$ cat src/rtl/dec_rr_arbiter.sv
// Round-robin arbiter that shares one 3-to-8 decoder among 8 requesters.
// A winner keeps the grant until it releases its request, the arbiter is
// disabled, or it has held the grant for MAX_HOLD cycles.
// Between two grants there is always one cycle with the decoder disabled,
// so the decoder never switches outputs while it is enabled.
// The decoder select and enable come straight from flops. The one-hot
// grant is decoded from those flops for requesters that do not decode.
module dec_rr_arbiter #(
  parameter int MAX_HOLD = 16,
  parameter int CNT_W    = 4
) (
  input  logic       clk,
  input  logic       rst_n,
  input  logic       en,
  input  logic [7:0] req,
  output logic [2:0] sel,
  output logic       sel_en,
  output logic [7:0] gnt,
  output logic       busy,
  output logic       preempt
);

  typedef enum logic {
    IDLE  = 1'b0,
    GRANT = 1'b1
  } state_t;

  // The grant ends when the hold counter shows this value and the
  // requester still wants the decoder.
  localparam logic [CNT_W-1:0] HOLD_LAST = CNT_W'(MAX_HOLD - 1);

  state_t           state;
  state_t           state_nxt;
  logic [2:0]       ptr;
  logic [2:0]       ptr_nxt;
  logic [2:0]       sel_nxt;
  logic             sel_en_nxt;
  logic [CNT_W-1:0] hold_cnt;
  logic [CNT_W-1:0] hold_cnt_nxt;
  logic             preempt_nxt;

  logic             rel;
  logic             en_drop;
  logic             tmo;

  // Return the first set request found by scanning p, p+1, ..., p+7
  // (mod 8). The loop runs from the far end toward p, so the nearest hit
  // is the last one assigned. The result is only used when r is nonzero.
  function automatic logic [2:0] rr_pick(input logic [7:0] r,
                                         input logic [2:0] p);
    logic [2:0] idx;
    logic [2:0] pick;
    pick = p;
    for (int i = 7; i >= 0; i--) begin
      idx = p + 3'(i);
      if (r[idx]) pick = idx;
    end
    return pick;
  endfunction

  // Exit causes for the current grant. The checks run in this order:
  // release, then disable, then timeout.
  always_comb begin
    rel     = ~req[sel];
    en_drop = ~en;
    tmo     = (hold_cnt == HOLD_LAST);
  end

  // State and registered decoder controls. Reset clears them at once, so
  // the decoder is released without waiting for a clock edge.
  always_ff @(posedge clk or negedge rst_n) begin
    if (!rst_n) begin
      state    <= IDLE;
      ptr      <= 3'd0;
      sel      <= 3'd0;
      sel_en   <= 1'b0;
      hold_cnt <= '0;
      preempt  <= 1'b0;
    end else begin
      state    <= state_nxt;
      ptr      <= ptr_nxt;
      sel      <= sel_nxt;
      sel_en   <= sel_en_nxt;
      hold_cnt <= hold_cnt_nxt;
      preempt  <= preempt_nxt;
    end
  end

  // Next-state logic. sel only loads when a new grant starts, and it holds
  // its last value through IDLE.
  always_comb begin
    state_nxt    = state;
    ptr_nxt      = ptr;
    sel_nxt      = sel;
    sel_en_nxt   = sel_en;
    hold_cnt_nxt = hold_cnt;
    preempt_nxt  = 1'b0;
    case (state)
      IDLE: begin
        sel_en_nxt   = 1'b0;
        hold_cnt_nxt = '0;
        if (en && (req != 8'd0)) begin
          state_nxt    = GRANT;
          sel_nxt      = rr_pick(req, ptr);
          sel_en_nxt   = 1'b1;
          hold_cnt_nxt = '0;
        end
      end
      GRANT: begin
        if (rel || en_drop || tmo) begin
          // The requester that was just served becomes the lowest priority
          // for the next arbitration. The 3-bit add wraps 7 to 0.
          state_nxt    = IDLE;
          sel_en_nxt   = 1'b0;
          ptr_nxt      = sel + 3'd1;
          hold_cnt_nxt = '0;
          preempt_nxt  = tmo && !rel && !en_drop;
        end else begin
          hold_cnt_nxt = hold_cnt + CNT_W'(1);
        end
      end
      default: begin
        state_nxt = IDLE;
      end
    endcase
  end

  // Decode the registered select and enable into a one-hot grant.
  always_comb begin
    gnt = 8'd0;
    if (sel_en) gnt[sel] = 1'b1;
    busy = sel_en;
  end

endmodule

$ cat config.mk
export PLATFORM = sky130hd
export DESIGN_NAME = dec_rr_arbiter
export DESIGN_NICKNAME = d
export VERILOG_FILES = /design/src/rtl/dec_rr_arbiter.sv
export SDC_FILE = /design/constraint.sdc
export NUM_CORES = 1
export LEC_CHECK = 0
export CAP_MARGIN = 25
export CORE_ASPECT_RATIO = 0.5
export CORE_UTILIZATION = 41
export DETAILED_ROUTE_END_ITERATION = 10
export SLEW_MARGIN = 25
export SYNTH_ARGS = -nofsm -noshare
export SYNTH_HDL_FRONTEND = slang
export SYNTH_SLANG_ARGS = --single-unit
$ cat constraint.sdc
create_clock -name clk -period 8.01 [get_ports clk]
set_input_delay 2.0025 -clock clk [delete_from_list [all_inputs] [get_ports clk]]
set_output_delay 2.0025 -clock clk [all_outputs]
set_load 0.005 [all_outputs]
==> results.cfg <==
[pwr]
p_seq_share_pct = 21.2
vdd_drop_max_v = 0.0001285
swShare_pct = 48.42
power_density_nw_per_um2 = 413.3
comb_power_share_pct = 70.8
total_leakage_power_uw = 0.0006930
internal_power_uw = 383.6
p_clk_share_pct = 8.0
power_switching_uw = 360.1

[die]
core_um2 = 3472
initial_core_util_pct = 43.24
die-area_um2 = 3923
die_width_um = 87.58
fp.dieH_um = 44.79
rows = 15
io_pins = 25

[run_status]
status = complete, no violations

[detailed_routing]
drt_iter0_markers = 86
num_vias = 1360
totalWireLength_um = 3782
dr.pass1.iters = 5
avgViaCountPerCell = 5.862
drcViolationCount = 0
antenna_left = 0
drt-wirelength-per-cell_um = 16.30

[min_path]
holdCritPathClass = flop to flop
worstHoldPathCells = 1

[job]
max_cap_viol_count = 0

[synth]
synth_warnings = 0
synth_ff_type = dfrtp_1
ys_types = 44
synth_nets = 177
ys_seq_area_share_pct = 21.67
postSynth.asyncResetShare_pct = 100.0
syn_avg_cell_area_um2 = 9.268
ys_ff_latch = 13
synth_edf_count = 0
netlist_area_um2 = 1501
syn_inst = 162

[clock_network]
cts_setup_buffers = 0
cts_made_buffers = 3
clkTransAtPathRegs_ns = 0.06
clock_latency_ns = 0.24
numClockSinks = 13
hold_buffers = 0
clock_path_buffers = 2
htreeDepth = 1
cts_tree = built
clock_tree.root_cell = clkbuf_8
postCtsResizedCells = 0

[critical_path]
crit_path_start_kind = input pin
reg2reg_depth = 7
worstPathRequired_ns = 8.13
cp_max_fo = 8
critPathKind = input pin to flop
endpoint_kind = flop
arrival_ns = 4.33

[place]
pre_cts_slack_ns = 3.575
hpwl_um = 2709
globalplace.congestion = 0.8374
port-buffer-count = 24

[finish]
syn2layout_area_growth_pct = 19.83
layout-drive-gt1-share_pct = 12.71
n_antenna_cell = 0
layout.nets = 197

[timing]
fin_skew_ns = 0.002375
final.setup.tns_ns = 0
drv_slew = 0
rsz0062_at_grt = no
setup-violations-final = 0
hold_viol = 0
maxSlewHeadroom_pct = 53.58
worst_slack_ns = 3.798
worst_pin_slew_ns = 0.6963
period_needed_ns = 4.212
fmax_mhz = 237.4
post-route-period-util_pct = 52.59

[global_route]
grt_pass1_vias = 1244
grt_usage_pct = 21.16
antenna_found_initial = 0
grt_pass1_wl_um = 6251
overflow = 0
grt_max_degree = 20
critical path: stages:
cell and delay [ns]:
clkdlybuf4s50_1 0.54, mux4_2 0.59, mux2_4 0.30, or4_1 0.52, a22oi_1 0.26, o21ai_1 0.10
layer usage:
layer / GRT usage, % / vias to the layer above / routed length, um / share of wire, %
met3: 3.656 / 4 / 178 / 4.7
met2: 32.50 / 31 / 1680 / 44
met4: 4.590 / 0 / 26 / 0.69
met1: 31.63 / 659 / 1897 / 50
met5: 0 / - / 0 / 0
li1: - / 666 / - / -
layout make-up:
class                   count  area [um2]
repair buffers             24       240.2
well taps                  51       63.81
clock inverters             1       5.005
fillers                   315        1673
clock buffers               3       41.29
multi-input cells         132        1094
inverters                   8       30.03
flip-flops and latches     13       325.3
final timing paths:
check / start / to / slack, ns
hold reg to reg: hold_cnt[0] / hold_cnt[0] / 0.47
setup reg to reg: ptr[1] / sel[1] / 4.30
min in group asynchronous: rst_n / state / 2.14
max in group asynchronous: rst_n / ptr[0] / 5.47
setup / recovery: req[2] / sel[1] / 3.80
hold / removal: hold_cnt[0] / hold_cnt[0] / 0.47
placed cells by master (no fill, tap or decap), types with 2 or more instances in the layout:
| master | n |
|---|---|
| nor4_1 | 2 |
| a21oi_1 | 7 |
| mux4_1 | 2 |
| nand3_1 | 6 |
| mux2_2 | 7 |
| nand2b_1 | 6 |
| a22o_1 | 2 |
| xor2_1 | 4 |
| xnor2_1 | 2 |
| o21ai_0 | 8 |
| a31oi_1 | 3 |
| nor2_1 | 15 |
| clkbuf_8 | 3 |
| mux2i_1 | 10 |
| nand2_1 | 10 |
| nor3_1 | 7 |
| ha_1 | 4 |
| inv_1 | 7 |
| a211oi_1 | 2 |
| a221oi_1 | 3 |
| a22oi_1 | 3 |
| dfrtp_1 | 13 |
| or3_1 | 3 |
| mux4_2 | 10 |
| clkdlybuf4s50_1 | 24 |
| nand4_1 | 2 |
synth_stat cells, drive strengths merged, types with 4 or more instances:
cell | n | share of area (%)
buf | 7 | 3.0
xor2 | 4 | 2.3
dfrtp | 13 | 22
nand2b | 6 | 2.5
nor3 | 7 | 2.3
mux2i | 10 | 6.7
nand3 | 6 | 2.0
nand2 | 10 | 2.5
a21oi | 7 | 2.3
nor2 | 15 | 3.7
mux4 | 12 | 19
ha | 4 | 3.3
inv | 7 | 1.8
o21ai | 9 | 3.0
mux2 | 8 | 6.3
power groups by stage:
stage,logic [uW],registers [uW],clock network [uW]
2_1_floorplan,453,106,0
3_3_place_gp,520,160,0
3_5_place_dp,514,160,0
4_1_cts,522,158,60.9
5_1_grt,577,167,63.3
6_report,527,158,59.1
state kept, by name (all words and copies together) (netlist names):
| signal | count |
|---|---|
| state | 1 |
| ptr | 3 |
| hold_cnt | 4 |
| busy | 1 |
| sel | 3 |
| preempt | 1 |
metrics by stage:
stage | utilization (%) | instance area (um2) | total power, uW | hold WS [ns] | cells
6_report | 51.82 | 1799 | 743.7 | 0.4678 | 232
5_1_grt | 51.82 | 1799 | 807.5 | 0.4853 | 232
4_1_cts | 51.82 | 1799 | 740.7 | 0.4750 | 232
3_5_place_dp | 50.49 | 1753 | 674.4 | 0.4668 | 228
3_3_place_gp | 50.49 | 1753 | 680.2 | 0.4569 | 228
2_1_floorplan | - | 1501 | 558.9 | 0.4331 | 162
logic make-up after synthesis:
| logic type | after synthesis | share of synthesized area, % |
|---|---|---|
| AO/OA/AOI/OAI | 38 | 17.08 |
| XOR/XNOR | 6 | 3.500 |
| adder cells (fa/ha/maj) | 4 | 3.333 |
| buffers and inverters | 17 | 5.499 |
| flip-flops | 13 | 21.67 |
| multiplexers | 30 | 31.42 |
| AND/OR/NAND/NOR | 54 | 17.50 |
No activity file was read; power rests on OpenSTA's default activity.
